$ cat src/rtl/reaction_timer_pkg.sv
// Shared definitions for the reaction timer and its neighbours.
// Latency: n/a (types and constants only).
// Backpressure: n/a.
//
// The lights/delay FSM also imports CLK_PER_MS_DEFAULT, so both blocks agree
// on the length of one millisecond tick.
package reaction_timer_pkg;

  typedef enum logic [1:0] {
    IDLE = 2'd0,
    RUN  = 2'd1,
    HOLD = 2'd2
  } state_t;

  localparam int CLK_PER_MS_DEFAULT = 50000;

  localparam logic [3:0] BCD_NINE = 4'd9;

endpackage

$ cat src/rtl/reaction_timer_bcd_digit.sv
// One BCD decade counter, wraps 9 -> 0 and raises co on that wrap.
// Latency: q updates on the clk edge after inc; co is combinational.
// Backpressure: none, inc is applied every cycle it is high.
//
// Ports: clk, rst_n (async active-low), clr (sync clear, wins over inc),
//        inc (carry in), q[3:0] (digit value), co (carry out = inc & q==9).
module bcd_digit
  import reaction_timer_pkg::*;
(
  input  logic       clk,
  input  logic       rst_n,
  input  logic       clr,
  input  logic       inc,
  output logic [3:0] q,
  output logic       co
);

  assign co = inc & (q == BCD_NINE);

  always_ff @(posedge clk or negedge rst_n) begin
    if (!rst_n) begin
      q <= 4'd0;
    end else if (clr) begin
      q <= 4'd0;
    end else if (inc) begin
      q <= (q == BCD_NINE) ? 4'd0 : q + 4'd1;
    end
  end

endmodule

$ cat src/rtl/reaction_timer.sv
// Measures reaction time in ms from a start_timer rising edge to a stop key press.
// Latency: pin to event 3 clk; done is registered one cycle after the ending event.
// Backpressure: none; start during RUN and presses outside RUN are dropped.
//
// Ports: clk, rst_n (async active-low), start_timer (level from lights FSM),
//        stop_n (raw active-low button), bcd (DIGITS BCD digits, digit 0 in [3:0]),
//        busy (measuring), done (1-cycle end pulse), overflow (sticky until restart).
module reaction_timer
  import reaction_timer_pkg::*;
#(
  parameter int CLK_PER_MS = CLK_PER_MS_DEFAULT,
  parameter int DIGITS     = 4
) (
  input  logic                clk,
  input  logic                rst_n,
  input  logic                start_timer,
  input  logic                stop_n,
  output logic [4*DIGITS-1:0] bcd,
  output logic                busy,
  output logic                done,
  output logic                overflow
);

  localparam int PW = (CLK_PER_MS > 1) ? $clog2(CLK_PER_MS) : 1;

  // Input conditioning: two-flop synchronisers plus a previous-value register
  // for edge detection. Stop idles high, start idles low.
  logic stop_meta, stop_sync, stop_prev;
  logic start_meta, start_sync, start_prev;
  logic press_ev, start_ev;

  always_ff @(posedge clk or negedge rst_n) begin
    if (!rst_n) begin
      stop_meta  <= 1'b1;
      stop_sync  <= 1'b1;
      stop_prev  <= 1'b1;
      start_meta <= 1'b0;
      start_sync <= 1'b0;
      start_prev <= 1'b0;
    end else begin
      stop_meta  <= stop_n;
      stop_sync  <= stop_meta;
      stop_prev  <= stop_sync;
      start_meta <= start_timer;
      start_sync <= start_meta;
      start_prev <= start_sync;
    end
  end

  assign press_ev = stop_prev & ~stop_sync;
  assign start_ev = start_sync & ~start_prev;

  // Millisecond prescaler, only advances in RUN and sits at 0 otherwise, so a
  // new run always starts a full millisecond from the start event.
  state_t        state, state_nxt;
  logic [PW-1:0] presc;
  logic          ms_tick;

  assign ms_tick = (presc == PW'(CLK_PER_MS - 1));

  always_ff @(posedge clk or negedge rst_n) begin
    if (!rst_n) begin
      presc <= '0;
    end else if (state != RUN || ms_tick) begin
      presc <= '0;
    end else begin
      presc <= presc + PW'(1);
    end
  end

  // Decade chain. The digits may roll to all-zero on the saturating tick;
  // the output mux below shows all-9s while overflow is set, and the digits
  // are cleared anyway on the next start.
  logic                inc_ms;
  logic                clr;
  logic                sat;
  logic [DIGITS-1:0]   carry;
  logic [DIGITS-1:0]   co;
  logic [4*DIGITS-1:0] digits;

  assign inc_ms   = (state == RUN) & ms_tick;
  assign carry[0] = inc_ms;

  for (genvar i = 0; i < DIGITS; i++) begin : g_digit
    bcd_digit u_digit (
      .clk   (clk),
      .rst_n (rst_n),
      .clr   (clr),
      .inc   (carry[i]),
      .q     (digits[4*i +: 4]),
      .co    (co[i])
    );
    if (i < DIGITS - 1) begin : g_carry
      assign carry[i+1] = co[i];
    end
  end

  // Every digit carrying out means the count was MAX_MS and just ticked again.
  assign sat = &co;

  // FSM
  logic done_nxt;
  logic ovf_set;

  always_ff @(posedge clk or negedge rst_n) begin
    if (!rst_n) begin
      state <= IDLE;
    end else begin
      state <= state_nxt;
    end
  end

  always_comb begin
    state_nxt = state;
    done_nxt  = 1'b0;
    ovf_set   = 1'b0;
    clr       = 1'b0;
    case (state)
      IDLE, HOLD: begin
        // Start beats a simultaneous press; the press is simply not looked at.
        if (start_ev) begin
          state_nxt = RUN;
          clr       = 1'b1;
        end
      end
      RUN: begin
        // A press on a tick cycle still takes that tick, since inc_ms is
        // independent of the press.
        if (sat) begin
          state_nxt = HOLD;
          done_nxt  = 1'b1;
          ovf_set   = 1'b1;
        end else if (press_ev) begin
          state_nxt = HOLD;
          done_nxt  = 1'b1;
        end
      end
      default: state_nxt = IDLE;
    endcase
  end

  always_ff @(posedge clk or negedge rst_n) begin
    if (!rst_n) begin
      done     <= 1'b0;
      overflow <= 1'b0;
    end else begin
      done <= done_nxt;
      if (clr) begin
        overflow <= 1'b0;
      end else if (ovf_set) begin
        overflow <= 1'b1;
      end
    end
  end

  assign busy = (state == RUN);
  assign bcd  = overflow ? {DIGITS{BCD_NINE}} : digits;

endmodule

$ cat config.mk
export PLATFORM = sky130hd
export DESIGN_NAME = reaction_timer
export DESIGN_NICKNAME = d
export VERILOG_FILES = /design/src/rtl/reaction_timer_pkg.sv /design/src/rtl/reaction_timer_bcd_digit.sv /design/src/rtl/reaction_timer.sv
export SDC_FILE = /design/constraint.sdc
export NUM_CORES = 1
export LEC_CHECK = 0
export ABC_AREA = 1
export CORE_MARGIN = 1.5
export CORE_UTILIZATION = 35
export CTS_CLUSTER_SIZE = 30
export DETAILED_ROUTE_END_ITERATION = 6
export DONT_BUFFER_PORTS = 1
export HOLD_SLACK_MARGIN = 0.03
export PLACE_DENSITY = 0.6
export SYNTH_ARGS = -nofsm -noshare
export SYNTH_HDL_FRONTEND = slang
export SYNTH_SLANG_ARGS = --single-unit
$ cat constraint.sdc
create_clock -name clk -period 1.7 [get_ports clk]
set_input_delay 0.425 -clock clk [delete_from_list [all_inputs] [get_ports clk]]
set_output_delay 0.425 -clock clk [all_outputs]
set_load 0.01 [all_outputs]
# Word level (Yosys, flattened, before mapping)
# Cells that the tools add are included.
dict set report totals {
  reg_bits 42
  input_bits 4
  out_inout_bits 19
  word_cells 75
}
dict set report op_classes {
  add_sub_neg 5
  n_eq_ne 10
  n_mux 27
  bitwise_logic 9
  n_reduce_logical 10
}
# cell n
set ops {}
lappend ops {{4-bit two-way mux} 12}
lappend ops {{16-bit two-way mux} 2}
lappend ops {{16-bit by 1-bit adder with 16-bit output (second input constant)} 1}
lappend ops {{4-bit by 1-bit adder with 4-bit output (second input constant)} 4}
lappend ops {{16-bit == test (second input constant)} 1}
lappend ops {{4-bit == test (second input constant)} 4}
lappend ops {{2-bit nonzero test} 5}
lappend ops {{1-bit two-way mux} 9}
lappend ops {{1-bit AND} 7}
lappend ops {{2-bit two-way mux} 3}
lappend ops {{2-bit case mux with 2 select lines} 1}
lappend ops {{4-bit AND reduction} 1}
lappend ops {{3-bit by 1-bit != test with 1-bit output (second input constant)} 1}
lappend ops {{2-bit by 1-bit == test with 1-bit output (second input constant)} 1}
lappend ops {{2-bit == test (second input constant)} 1}
lappend ops {{2-bit zero test} 1}
lappend ops {{2-bit by 1-bit != test with 1-bit output (second input constant)} 1}
lappend ops {{2-bit != test (second input constant)} 1}
lappend ops {{1-bit NOT} 2}
lappend ops {{2-bit AND reduction} 1}
lappend ops {{2-bit OR reduction} 1}
lappend ops {{1-bit logical OR} 1}

# Depth between registers and ports, before layout
dict set report logic_depth {
  ltp_word 11
  ltp_mapped 11
  depth_no_buf 11
}

# By module
# A second synthesis with hierarchy kept.
dict set report hier_totals {
  cells_unflattened 333
  area_unflattened_um2 2397.3
}
# module n_inst cells_each area_per_inst_um2 seq_area_each_um2
set modules_own_cells {}
lappend modules_own_cells {reaction_timer 1 173 1336.3 654.4}
lappend modules_own_cells {bcd_digit 4 40 265.3 100.1}

# Least setup slack after synthesis
# No wires, ideal clock.
dict set report synth_timing {
  path_type {reg2reg}
  startpoint {reg presc[0]}
  endpoint {reg g_digit[3].u_digit.q[1]}
  setup_time_ns 0.126
  arrival_ns 1.369
  required_time_ns 1.574
  setup_slack_ns 0.205
  path_stages_with_launch 9
  n_path_buf 0
  period_less_slack_ns 1.495
  cell_sequence {dfrtp_1 ha_1 nand3_1 nor2_1 nand3_4 nor2_8 nand3_4 nand2_2 o21ai_0}
}
dict set report synth_between {
  elab_chain_cells 6
}
# item line
set synth_rtl {}
lappend synth_rtl {{from (decl)} reaction_timer.sv:56} ;# logic [PW-1:0] presc;
lappend synth_rtl {{from (signal assigned)} reaction_timer.sv:67} ;# presc <= presc + PW'(1);
lappend synth_rtl {{16-bit == test} reaction_timer.sv:59} ;# assign ms_tick = (presc == PW'(CLK_PER_MS - 1));
lappend synth_rtl {{1-bit AND} reaction_timer.sv:81} ;# assign inc_ms = (state == RUN) & ms_tick;
lappend synth_rtl {{1-bit AND (3 in series)} reaction_timer_bcd_digit.sv:18} ;# assign co = inc & (q == BCD_NINE);
lappend synth_rtl {{2-bit nonzero test (no line)} --}
lappend synth_rtl {{to (signal assigned)} reaction_timer_bcd_digit.sv:26} ;# q <= (q == BCD_NINE) ? 4'd0 : q + 4'd1;
lappend synth_rtl {{to (decl)} reaction_timer_bcd_digit.sv:14} ;# output logic [3:0] q,
# No other way between the ends.
# A chain may end at the register's enable or synchronous reset.

# Final worst setup path
dict set report layout_timing {
  startpoint {reg presc[0]}
  endpoint {reg g_digit[3].u_digit.q[3]}
}
# The elaborated chain is that of the path after synthesis.

==> results by group <==
Setup path
  • Critical Path AT: between 1.5 and 2 ns
  • Endpoint required time on the critical path: approximately 1.9 ns
  • Worst reg2reg setup slack: 0.13 ns
  • Biggest fanout along the worst timing path: 7
  • Kind of critical path: flip-flop to flip-flop
  • Crit start category: flip-flop
  • Critical Path End Type: flip-flop
  • Depth of the worst register-to-register path: 9

Layout
  • ANT cells: 0
  • Synthesis-to-finish area growth: 18.2%
  • Fillcell total: approximately 600
  • Layout net count: 292
  • Share of layout cells above drive strength 1: 0.191
  • Total area of multi-input combinational cells: 970 sq um
  • Final cell area excluding filler cells: ~2500 sq um
  • Sequential Area: ~1100 sq um
  • Layout Cells excl Fill: approximately 360
  • Final standard cell utilization of the core: 0.429

Drt
  • Vias: around 1,800
  • Starting DRC count in detailed routing: ~120
  • Average wire length per cell after detail routing: 12.1 um
  • First-pass DRT Iterations: 4
  • Final wirelength: roughly 4.4 mm
  • DRC violation count after routing: 0
  • Vias per inst: slightly below 5
  • Count of antenna-violating nets left after detailed routing: 0

CTS
  • Clock tree from TritonCTS: built
  • Clock latency at the later pin of the worst-skew pair: just under 0.3 ns
  • Clock Pin Slew Worst Setup and Hold Paths: approximately 0.08 ns
  • Number of buffers added by the clock tree synthesis step: 5
  • Maximum root-to-sink buffer count: 2
  • H-Tree Depth: 2
  • Sink Count: 42
  • Root cell of the clock tree: clkbuf_8

GRT
  • Largest net degree at the start of global routing: between 40 and 50
  • GRT Overall Usage: 0.147
  • Antenna violations before repair: 0
  • First-pass GRT wire length: approximately 7.4 mm
  • Gr ovfl total: 0
  • Vias in the first global route: between 1,500 and 2,000

Timing
  • Final critical delay including setup and external delays: approximately 1.6 ns
  • Max-slew violation count: 0
  • Setup Viol. Count Final: 0
  • Relative max-transition margin: 0.690
  • Hold slack: 0.126 ns
  • Portion of the clock cycle consumed by the worst path in the final layout: 0.924
  • Worst Clk Skew: roughly 0.0065 ns
  • Achievable frequency: roughly 640 MHz
  • Pin slew with the least headroom to its limit: about 0.46 ns
  • Final hold vios: 0

Placed design
  • Cells after DPL: around 350
  • Instance area at placement: between 2000 and 2500 sq um
  • Detailed Place HPWL: between 3 and 4 mm
  • Number of I/O port buffers: 0
  • Routability cong.: 0.830

Logic synthesis
  • Area leader, netlist: dfrtp_1
  • Flops & latches, synth: 42
  • Count of flip-flops with a built-in enable after synthesis: 0
  • Top cell type's share of synthesized area: 0.454
  • Library cell with the highest instance count after synthesis: nand2_1
  • Number of library cell types mapped by synthesis: 33
  • Average cell area after synthesis: just over 8 sq um
  • Share of flip-flops with an asynchronous set or reset after synthesis: 1.00
  • Mapped Cells: about 260
  • Post-synthesis net count: between 200 and 300
  • Fraction of the yosys area taken by sequential cells: 0.490
  • Warnings from Yosys: 0
  • Synthesized area: ~2200 sq um
  • Ranking of synthesized cells by area: dfrtp_1 45%, nand2_1 8.0%, nor2_1 6.1%
  • Top FF cell, synth: dfrtp_1
  • Commonest cells post-synth: 46 x nand2_1, 39 x dfrtp_1, 35 x nor2_1, 34 x inv_1, 24 x nand3_1

Power
  • Sequential share of power: 0.469
  • Internal portion of total power: roughly 1.7 mW
  • VDD IR max: approximately 0.00049 V
  • Net switching power: ~0.7 mW
  • Logic gate share of total power: 0.196
  • Clock share of power: 0.335
  • Fraction of power spent switching nets: 0.291
  • Pleak: between 1 and 1.5 nW
  • PwrDens: roughly 960 nW/um^2

Job
  • Count of maximum capacitance violations: 0

Floorplan
  • Die ar.: between 6000 and 7000 sq um
  • Core area: between 5000 and 6000 sq um
  • Effective utilization at floorplan: 0.363
  • I/O pin count: 23
  • Row Count: 28
  • Width of the die: slightly above 80 um
  • Chip height: approximately 81 um

Status
  • Run status: finished clean

Worst hold path
  • HP Class: input port to flip-flop
  • Hold Path Stages: 0
==> cell families (layout without fill, tap and decap cells) <==
group,count (synthesis),after routing,synth area share
buffers and inverters,40,65,0.0715
AND/OR/NAND/NOR,139,139,0.319
XOR/XNOR,5,5,0.0204
adder cells (fa/ha/maj),1,1,0.00582
AO/OA/AOI/OAI,36,36,0.0925
flip-flops,42,42,0.490
==> worst paths after layout <==
path / start / to
max: presc[0] / g_digit[3].u_digit.q[3]
min in group asynchronous: rst_n / g_digit[2].u_digit.q[3]
max in group asynchronous: rst_n / stop_meta
max reg2reg: presc[0] / g_digit[3].u_digit.q[3]
min reg2reg: start_meta / start_sync
min: stop_n / stop_meta
==> cells in the final DEF, fill, tap and decap left out, types with 4 or more instances in the layout <==
master / netlist / layout
nand2_1: 46 / 45
dfrtp_1: 39 / 39
inv_1: 34 / 34
nor2_1: 35 / 30
nand3_1: 24 / 24
buf_4: 0 / 19
o21ai_0: 18 / 17
a21oi_1: 11 / 11
nor3_1: 10 / 10
clkbuf_8: 0 / 6
nand4_1: 5 / 5
nor2_2: 2 / 5
nor2_4: 2 / 4
nand2_2: 3 / 4
==> metrics by stage <==
stage	total power [mW]	setup slack (ns)	TNS, ns
after detailed placement	1.61	-0.0197	-0.0404
after CTS	2.47	0.0165	0
final	2.45	0.129	0
after global placement	1.61	0.0608	0
after global routing	2.60	-0.0217	-0.0594
after floorplan	1.48	0.205	0
==> power by group through the flow <==
stage	Sequential [mW]	Clock (mW)	Combinational [mW]
after floorplan	1.16	0	0.326
after global placement	1.17	0	0.441
after detailed placement	1.17	0	0.440
after CTS	1.15	0.850	0.472
after global routing	1.17	0.876	0.557
final	1.15	0.821	0.480
==> registers in the layout (all words and copies together) (netlist names) <==
register,cells
done,1
g_digit.u_digit.q,16
overflow,1
presc,16
start_meta,1
start_prev,1
start_sync,1
state,2
stop_meta,1
stop_prev,1
stop_sync,1
==> critical path, cell delays in order, from the launching register on <==
cell	delay [ns]
dfrtp_1	0.38
ha_2	0.20
nand3_1	0.12
nor2_4	0.14
nand3_4	0.14
nor2_8	0.18
nand3_4	0.10
nand2_2	0.13
nand2_1	0.06
o21ai_1	0.07
==> area by class of cell <==
| cell class | count | area share |
|---|---|---|
| sequential | 42 | 0.415 |
| multi-input combinational | 181 | 0.381 |
| timing repair buffer | 21 | 0.0679 |
| inverter | 36 | 0.0531 |
| tap | 75 | 0.0369 |
| clock buffer | 7 | 0.0340 |
| clock inverter | 1 | 0.0118 |
==> timing repair <==
action                     in CTS  in global routing
setup endpoints to repair       4                 21
resized for setup               1                  9
pin swaps                       0                  4
cloned                          0                  0
hold endpoints to repair       42                  0
hold buffers                    2                  0
buffers inserted                0                  5
==> routing by layer <==
metal / track usage / up-vias / part of all wire
li1: - / 903 / -
met1: 0.184 / 843 / 0.48
met2: 0.240 / 41 / 0.45
met3: 0.0404 / 5 / 0.054
met4: 0.0534 / 0 / 0.0089
met5: 0 / - / 0
No activity file was read; power rests on OpenSTA's default activity.
